`src/rtl/pwm_pkg.sv`:
```
// ---------------------------------------------------------------------------
// pwm_pkg
// Shared definitions for the PWM register bank:
//   - register address map (ADDR_*)
//   - full-duty constant and the last counter value of a PWM period
//   - duty_level(): compares the PWM counter with the active duty
// No ports; imported by pwm_timebase and pwm_reg_bank.
// ---------------------------------------------------------------------------
package pwm_pkg;

    localparam logic [6:0] ADDR_EN_LO  = 7'h00;
    localparam logic [6:0] ADDR_EN_HI  = 7'h01;
    localparam logic [6:0] ADDR_PWM_LO = 7'h02;
    localparam logic [6:0] ADDR_PWM_HI = 7'h03;
    localparam logic [6:0] ADDR_DUTY   = 7'h04;

    localparam logic [7:0] DUTY_FULL    = 8'hFF;
    localparam logic [7:0] PWM_CNT_LAST = 8'hFF;

    // 0xFF is forced to a solid high so that "full" duty has no low step,
    // which a plain cnt < duty compare could never reach.
    function automatic logic duty_level(input logic [7:0] cnt,
                                        input logic [7:0] duty);
        if (duty == DUTY_FULL) begin
            return 1'b1;
        end
        return (cnt < duty);
    endfunction

endpackage

```
`src/rtl/pwm_timebase.sv`:
```
// ---------------------------------------------------------------------------
// pwm_timebase
// Prescaler plus 8-bit PWM step counter.
//   clk      in   system clock
//   rst_n    in   asynchronous active-low reset
//   tick     out  1 in the last clk cycle of each prescaler interval
//   pwm_cnt  out  current PWM step, 0..255
//   wrap     out  1 in the last clk cycle of a PWM period (tick at step 255)
// ---------------------------------------------------------------------------
module pwm_timebase
    import pwm_pkg::*;
#(
    parameter int CLK_DIV = 10
) (
    input  logic       clk,
    input  logic       rst_n,
    output logic       tick,
    output logic [7:0] pwm_cnt,
    output logic       wrap
);

    // 16 bits covers the whole legal CLK_DIV range, including CLK_DIV=1.
    localparam logic [15:0] DIV_LAST = 16'(CLK_DIV - 1);

    logic [15:0] pre_cnt_q, pre_cnt_d;
    logic [7:0]  pwm_cnt_q, pwm_cnt_d;

    always_comb begin
        tick      = (pre_cnt_q == DIV_LAST);
        wrap      = tick && (pwm_cnt_q == PWM_CNT_LAST);
        pre_cnt_d = tick ? 16'd0 : pre_cnt_q + 16'd1;
        // 8-bit add wraps 255 -> 0 on its own.
        pwm_cnt_d = tick ? pwm_cnt_q + 8'd1 : pwm_cnt_q;
    end

    always_ff @(posedge clk or negedge rst_n) begin
        if (!rst_n) begin
            pre_cnt_q <= 16'd0;
            pwm_cnt_q <= 8'd0;
        end else begin
            pre_cnt_q <= pre_cnt_d;
            pwm_cnt_q <= pwm_cnt_d;
        end
    end

    assign pwm_cnt = pwm_cnt_q;

endmodule

```
`src/rtl/pwm_reg_bank.sv`:
```
// ---------------------------------------------------------------------------
// pwm_reg_bank
// Register bank for a 16-channel PWM/static output block. Each channel is
// either a static level (en_out) or gated by the shared PWM waveform
// (pwm_en). duty_shadow is double-buffered into duty_active at each period
// wrap so a duty change never produces a truncated period.
//   clk           in   system clock
//   rst_n         in   asynchronous active-low reset
//   wr_valid      in   single-cycle write strobe (always accepted)
//   wr_addr[6:0]  in   write address
//   wr_data[7:0]  in   write data
//   rd_addr[6:0]  in   readback address
//   rd_data[7:0]  out  combinational readback, 0 for unimplemented addresses
//   pwm_out[15:0] out  registered channel outputs
//   period_start  out  registered pulse, first cycle pwm_out shows step 0
// ---------------------------------------------------------------------------
module pwm_reg_bank
    import pwm_pkg::*;
#(
    parameter int CLK_DIV  = 10,
    parameter int NUM_REGS = 5
) (
    input  logic        clk,
    input  logic        rst_n,
    input  logic        wr_valid,
    input  logic [6:0]  wr_addr,
    input  logic [7:0]  wr_data,
    input  logic [6:0]  rd_addr,
    output logic [7:0]  rd_data,
    output logic [15:0] pwm_out,
    output logic        period_start
);

    localparam logic [7:0] NUM_REGS_W = 8'(NUM_REGS);

    logic        tick;
    logic [7:0]  pwm_cnt;
    logic        wrap;

    logic [15:0] en_out_q,      en_out_d;
    logic [15:0] pwm_en_q,      pwm_en_d;
    logic [7:0]  duty_shadow_q, duty_shadow_d;
    logic [7:0]  duty_active_q, duty_active_d;
    logic [15:0] pwm_out_q,     pwm_out_d;
    logic        wrap_p1_q;
    logic        period_start_q;

    logic        wr_hit;
    logic        duty_load;
    logic        pwm_level;

    pwm_timebase #(
        .CLK_DIV (CLK_DIV)
    ) u_timebase (
        .clk     (clk),
        .rst_n   (rst_n),
        .tick    (tick),
        .pwm_cnt (pwm_cnt),
        .wrap    (wrap)
    );

    always_comb begin
        en_out_d      = en_out_q;
        pwm_en_d      = pwm_en_q;
        duty_shadow_d = duty_shadow_q;
        wr_hit        = wr_valid && ({1'b0, wr_addr} < NUM_REGS_W);
        if (wr_hit) begin
            unique case (wr_addr)
                ADDR_EN_LO:  en_out_d[7:0]  = wr_data;
                ADDR_EN_HI:  en_out_d[15:8] = wr_data;
                ADDR_PWM_LO: pwm_en_d[7:0]  = wr_data;
                ADDR_PWM_HI: pwm_en_d[15:8] = wr_data;
                ADDR_DUTY:   duty_shadow_d  = wr_data;
                default:     ;
            endcase
        end
    end

    // The load samples the registered shadow, so a duty write landing on
    // the wrap edge itself only takes effect one period later.
    always_comb begin
        duty_load     = tick && (pwm_cnt == PWM_CNT_LAST);
        duty_active_d = duty_load ? duty_shadow_q : duty_active_q;
    end

    always_comb begin
        pwm_level = duty_level(pwm_cnt, duty_active_q);
        // Per bit: en_out AND (pwm_en ? level : 1).
        pwm_out_d = en_out_q & (~pwm_en_q | {16{pwm_level}});
    end

    always_comb begin
        rd_data = 8'h00;
        if ({1'b0, rd_addr} < NUM_REGS_W) begin
            unique case (rd_addr)
                ADDR_EN_LO:  rd_data = en_out_q[7:0];
                ADDR_EN_HI:  rd_data = en_out_q[15:8];
                ADDR_PWM_LO: rd_data = pwm_en_q[7:0];
                ADDR_PWM_HI: rd_data = pwm_en_q[15:8];
                ADDR_DUTY:   rd_data = duty_shadow_q;
                default:     rd_data = 8'h00;
            endcase
        end
    end

    always_ff @(posedge clk or negedge rst_n) begin
        if (!rst_n) begin
            en_out_q      <= 16'h0000;
            pwm_en_q      <= 16'h0000;
            duty_shadow_q <= 8'h00;
            duty_active_q <= 8'h00;
        end else begin
            en_out_q      <= en_out_d;
            pwm_en_q      <= pwm_en_d;
            duty_shadow_q <= duty_shadow_d;
            duty_active_q <= duty_active_d;
        end
    end

    // Stage p1: counter and duty reach step 0 of the new period.
    // Stage p2: pwm_out_q shows step 0, so period_start follows wrap by two
    // edges, and a fresh reset (counter already at 0) never pulses.
    always_ff @(posedge clk or negedge rst_n) begin
        if (!rst_n) begin
            pwm_out_q      <= 16'h0000;
            wrap_p1_q      <= 1'b0;
            period_start_q <= 1'b0;
        end else begin
            pwm_out_q      <= pwm_out_d;
            wrap_p1_q      <= wrap;
            period_start_q <= wrap_p1_q;
        end
    end

    assign pwm_out      = pwm_out_q;
    assign period_start = period_start_q;

endmodule

```
`config.mk`:
```
export PLATFORM = sky130hd
export DESIGN_NAME = pwm_reg_bank
export DESIGN_NICKNAME = d
export VERILOG_FILES = /design/src/rtl/pwm_pkg.sv /design/src/rtl/pwm_timebase.sv /design/src/rtl/pwm_reg_bank.sv
export SDC_FILE = /design/constraint.sdc
export NUM_CORES = 1
export LEC_CHECK = 0
export CORE_MARGIN = 3
export CORE_UTILIZATION = 45
export DETAILED_ROUTE_END_ITERATION = 10
export HOLD_SLACK_MARGIN = 0.03
export PLACE_DENSITY = 0.68
export SLEW_MARGIN = 5
export SYNTH_ARGS = -nofsm -noshare
export SYNTH_HDL_FRONTEND = slang
export SYNTH_SLANG_ARGS = --single-unit
```
`constraint.sdc`:
```
create_clock -name clk -period 2.57 [get_ports clk]
set_input_delay 0.514 -clock clk [delete_from_list [all_inputs] [get_ports clk]]
set_output_delay 0.514 -clock clk [all_outputs]
set_load 0.03 [all_outputs]
```
Word level (Yosys, flattened, before mapping)
Cells that the tools add are included.
{"block": "classes", "n_div": 0, "n_eq_ne": 11, "add_sub_neg": 2, "multipliers": 0, "bitwise_logic": 3, "n_shift": 0, "n_mux": 6, "reduce_logical": 9, "magnitude_cmp": 3}
{"cell": "$pmux 8 s5", "n": 1}
{"cell": "$eq 7x2->1 const B", "n": 4}
{"cell": "$add 16x1->16 const B", "n": 1}
{"cell": "$and 16x16->16", "n": 1}
{"cell": "$eq 16x4->1 const B", "n": 1}
{"cell": "$eq 8x8->1 const B", "n": 2}
{"cell": "$mux 16", "n": 1}
{"cell": "$not 16->16", "n": 1}
{"cell": "$or 16x16->16", "n": 1}
{"cell": "$eq 7x1->1 const B", "n": 2}
{"cell": "$eq 7x3->1 const B", "n": 2}
{"cell": "$logic_not 7->1", "n": 2}
{"cell": "$lt 7x3->1 const B", "n": 2}
{"cell": "$reduce_and 2->1", "n": 5}
{"cell": "$add 8x1->8 const B", "n": 1}
{"cell": "$lt 8x8->1", "n": 1}
{"cell": "$mux 8", "n": 1}
{"cell": "$mux 1", "n": 3}
{"cell": "$logic_and 1x1->1", "n": 2}
{"block": "word_totals", "output_inout_bits": 25, "input_bits": 25, "latchBits": 0, "ff_bits": 90, "ram_bits": 0, "mem_count": 0, "rom_bits": 0}

Logic depth before layout (Yosys ltp)
{"block": "logic_depth", "depth_word": 5, "depth_mapped": 7}

By module
A second synthesis with hierarchy kept.
{"block": "hier_totals", "cells_unflattened": 316, "hier_area_um2": 4026.4}
{"mod": "pwm_reg_bank", "seq_area_each_um2": 1651.6, "cells_each": 221, "area_each_um2": 2936.6, "n_inst": 1}
{"mod": "pwm_timebase", "seq_area_each_um2": 600.6, "cells_each": 95, "area_each_um2": 1089.8, "n_inst": 1}

Least setup slack after synthesis
No wires, ideal clock.
{"block": "synth_timing", "kind": "input port to output port", "from": "input rd_addr[0]", "to": "output rd_data[0]", "path_stages": 4, "t_required_ps": 2056, "t_arrival_ps": 1807, "path_slack_ps": 249, "cell_sequence": "clkbuf_1 > clkbuf_1 > mux2i_1 > o22ai_1"}
{"block": "synth_via", "elab_chain_cells": 3, "word_cells_on_any_way": 8, "cone_classes": "order compare: 1; eq/ne: 4; mux: 2; reduce/logical: 1"}
{"element": "from (decl)", "line_no": "pwm_reg_bank.sv:28", "text": "input logic [6:0] rd_addr,"}
{"element": "branches (longest 2 deep; another with $lt 7x3->1)"}
{"element": "$mux 8 *", "line_no": "pwm_reg_bank.sv:94", "text": "if ({1'b0, rd_addr} < NUM_REGS_W) begin"}
{"element": "to (decl)", "line_no": "pwm_reg_bank.sv:29", "text": "output logic [7:0] rd_data,"}
Every way passes the cells marked *.

Worst setup path after layout
{"block": "layout_timing", "from": "input rd_addr[5]", "to": "output rd_data[6]"}
Same word-level chain as after synthesis.

==> results.py <==
metrics = {
    "finish": {
        "finalCoreUtilization_pct": 56.6,
        "multi_input_comb_area_mm2": 0.00173,
        "drive_gt1_share_pct": 22.3,
        "area_growth_syn_to_layout_pct": 21.8,
        "final.fill_count": 746,
        "final_nets": 415,
        "antenna-diode-count": 0,
        "sequential_cell_area_mm2": 0.00225,
    },
    "setup_path": {
        "start_kind": "input port",
        "setup.worst_path.end_class": "output port",
        "worstPathMaxFanout": 8,
        "crit_required_ns": 2.06,
        "arrival_ns": 2.00,
        "path_class": "input port to output port",
    },
    "flow_run": {
        "cap_viol_max_count": 0,
    },
    "timing": {
        "final-max-slew-violation-count": 0,
        "worst_slew_margin_rel_pct": 69.2,
        "min_period_ns": 2.51,
        "setup_repair_after_global_routing_missed_its_margin": "no",
        "post-route-period-util_pct": 97.7,
        "final-hold-violation-count": 0,
        "achievable-frequency_mhz": 398,
        "clock-skew-final_ns": 0.0121,
        "tightestPinTransition_ns": 0.461,
        "setup_tns_final_ns": 0,
        "finalSetupViolations": 0,
    },
    "power": {
        "vdd.ir_drop.worst_uv": 272,
        "p_per_area_mw_per_mm2": 573,
        "power.static_leakage_nw": 2.35,
    },
    "die": {
        "initial_utilization_pct": 46.5,
        "die_w_um": 101,
        "chipHeight_um": 101,
        "io_pins": 50,
        "design.die.area_mm2": 0.0102,
        "floorplan.rows": 34,
        "core_area_mm2": 0.00876,
    },
    "logic_synthesis": {
        "synth_top_family_by_area": "multiplexers",
        "postSynthAreaPerCell_um2": 12.8,
        "synthesized_area_mm2": 0.00407,
        "share_of_synthesized_cell_area_in_and_or_nand_and_nor_gates_pct": 10.9,
        "synth_top_area_share_pct": 55.3,
        "area_fraction_in_compound_gates_after_synthesis_pct": 6.64,
        "synth_commonest_cells": "90 x dfrtp_1, 41 x mux2_2, 19 x nor2_1",
        "synth.ff_latch_count": 90,
        "number_of_enable_type_register_cells_in_the_synthesized_netlist": 0,
        "synth.area.top_cells": "dfrtp_1 55%, mux2_2 11%, mux2i_1 3.9%",
        "synthDominantAreaCellType": "dfrtp_1",
        "ys_seq_area_share_pct": 55.3,
        "synthesized_netlist_net_count": 352,
        "synthDistinctLibCells": 44,
        "synth-xor-area-share_pct": 4.30,
        "post_synth_fa_ha_maj_area_fraction_pct": 3.07,
        "number_of_standard_cells_after_synthesis": 317,
        "synth_mux_area_share_pct": 17.5,
        "dominantRegCellSynth": "dfrtp_1",
        "yosysMostFrequentCell": "dfrtp_1",
        "synth_async_sr_flop_share_pct": 100,
        "ys_warn_count": 0,
    },
    "clock_network": {
        "htree_num_levels": 3,
        "insertion_delay_ns": 0.36,
        "cts.sink_count": 90,
        "clock_tree.buffer_depth": 2,
        "clkTransAtPathRegs_ns": 0.09,
        "post_cts.repair.setup_buffers": 0,
        "cts_root_buffer": "clkbuf_8",
        "cts_tree": "yes",
        "ctsResizeCount": 0,
        "ctsHoldBuffers": 0,
        "cts-buffers-inserted": 9,
    },
    "grt": {
        "grt_pass1_wl_um": 13500,
        "global_route.usage.total_pct": 16.9,
        "grt_antenna_before_repair": 0,
        "grt_pass1_vias": 2717,
        "grt_overflow_total": 0,
        "grt_start_max_net_pins": 56,
    },
    "placement": {
        "dpl.hpwl_um": 5520,
        "port_buffer_count": 49,
        "gpl.final_weighted_congestion": 0.764,
    },
    "outcome": {
        "outcome": "finished, final reports clean",
    },
    "routing": {
        "route.detailed.drc": 0,
        "wl_per_cell_um": 15.8,
        "drt_wl_total_um": 7790,
        "routed_via_density": 5.31,
        "initialDrtViolationCount": 85,
        "ant_nets": 0,
        "via_count": 2620,
        "drt_pre_antenna_iters": 4,
    },
    "min_path": {
        "hold_path.class": "input port to asynchronous set/reset pin",
    },
}
[per-stage QoR]
stage                     area, µm²  cells  hold slack (ns)  power [W]  setup WS (ns)
after floorplan                4070    317            0.218    0.00166          0.249
after global placement         4740    477            0.336    0.00181         0.0930
after detailed placement       4740    477            0.339    0.00182         0.0554
after CTS                      4960    493            0.103    0.00288         0.0472
after global routing           4960    493            0.121    0.00296        0.00181
final                          4960    493           0.0982    0.00284         0.0580
[area by class of cell]
cell class	instances	share of cell area, %
Sequential cell	90	45.4
Multi-Input combinational cell	207	34.8
Timing Repair Buffer	61	11.8
Clock buffer	11	2.85
Tap cell	108	2.73
Clock inverter	5	1.56
Inverter	11	0.833
[final timing paths]
| kind | startpoint | end | slack (ns) | depth (start not counted) |
|---|---|---|---|---|
| worst max-delay path | rd_addr[5] | rd_data[6] | 0.06 | 6 |
| worst min-delay path | rst_n | u_timebase.pre_cnt_q[14] | 0.1 | 1 |
| worst max register to register | u_timebase.pwm_cnt[6] | pwm_out[4] | 0.67 | 6 |
| worst min register to register | wrap_p1_q | period_start | 0.35 | 0 |
| max in group asynchronous | rst_n | pwm_out[13] | 1.83 | 2 |
| min in group clk | wrap_p1_q | period_start | 0.35 | 0 |
[power breakdown]
group / internal, W / switching [W]
registers: 0.00148 / 0.0000388
logic: 0.000136 / 0.000134
clock network: 0.000571 / 0.000484
total: 0.00219 / 0.000656
[logic make-up (layout without fill, tap and decap cells)]
| kind of cell | count (synthesis) | after routing |
|---|---|---|
| xor gates and xnor gates | 20 | 20 |
| buffers and inverters | 20 | 88 |
| AOI/OAI and AO/OA | 39 | 39 |
| adders and majority gates | 10 | 10 |
| DFF | 90 | 90 |
| and+or+nand+nor | 73 | 73 |
| muxes | 65 | 65 |
[critical path: stages]
cell	delay (ns)
clkdlybuf4s50_1	0.41
nor4_1	0.34
nand2b_1	0.10
buf_4	0.18
o22ai_1	0.24
buf_4	0.21
[routing by layer]
metal  up-vias  global-route usage [%]  part of all wire [%]
li1       1271                       -                     -
met1      1290                    23.2                    47
met2        49                    26.5                    47
met3        10                    3.93                   4.0
met4         0                    5.52                   1.6
met5         -                       0                     0
[state kept, by name, summed over array words and instances, names as in the netlist]
name                  cells
duty_active_q             8
duty_shadow_q             8
en_out_q                 16
period_start              1
pwm_en_q                 16
pwm_out                  16
u_timebase.pre_cnt_q     16
u_timebase.pwm_cnt        8
wrap_p1_q                 1
[placed cells by master (no fill, tap or decap), types with 2 or more instances in the layout]
master / Yosys / routed
nand4_1: 9 / 9
clkdlybuf4s50_1: 0 / 40
dfrtp_1: 90 / 90
nand2_1: 9 / 9
xor2_1: 10 / 10
buf_12: 0 / 2
nor4_1: 5 / 5
buf_4: 2 / 19
nand3_1: 6 / 6
and3_1: 4 / 4
clkinv_2: 0 / 2
inv_1: 11 / 11
nor3_1: 5 / 5
clkbuf_8: 0 / 10
o22ai_1: 8 / 8
bufinv_16: 0 / 2
nand3b_4: 2 / 2
ha_1: 10 / 10
nor4_2: 2 / 2
mux2_2: 41 / 41
a21boi_0: 16 / 16
xnor2_1: 10 / 10
mux2i_1: 16 / 16
nor2_1: 19 / 19
mux2_1: 8 / 8
a21oi_1: 8 / 8
nand2b_1: 2 / 2
Power figures use the tool's default switching activity.
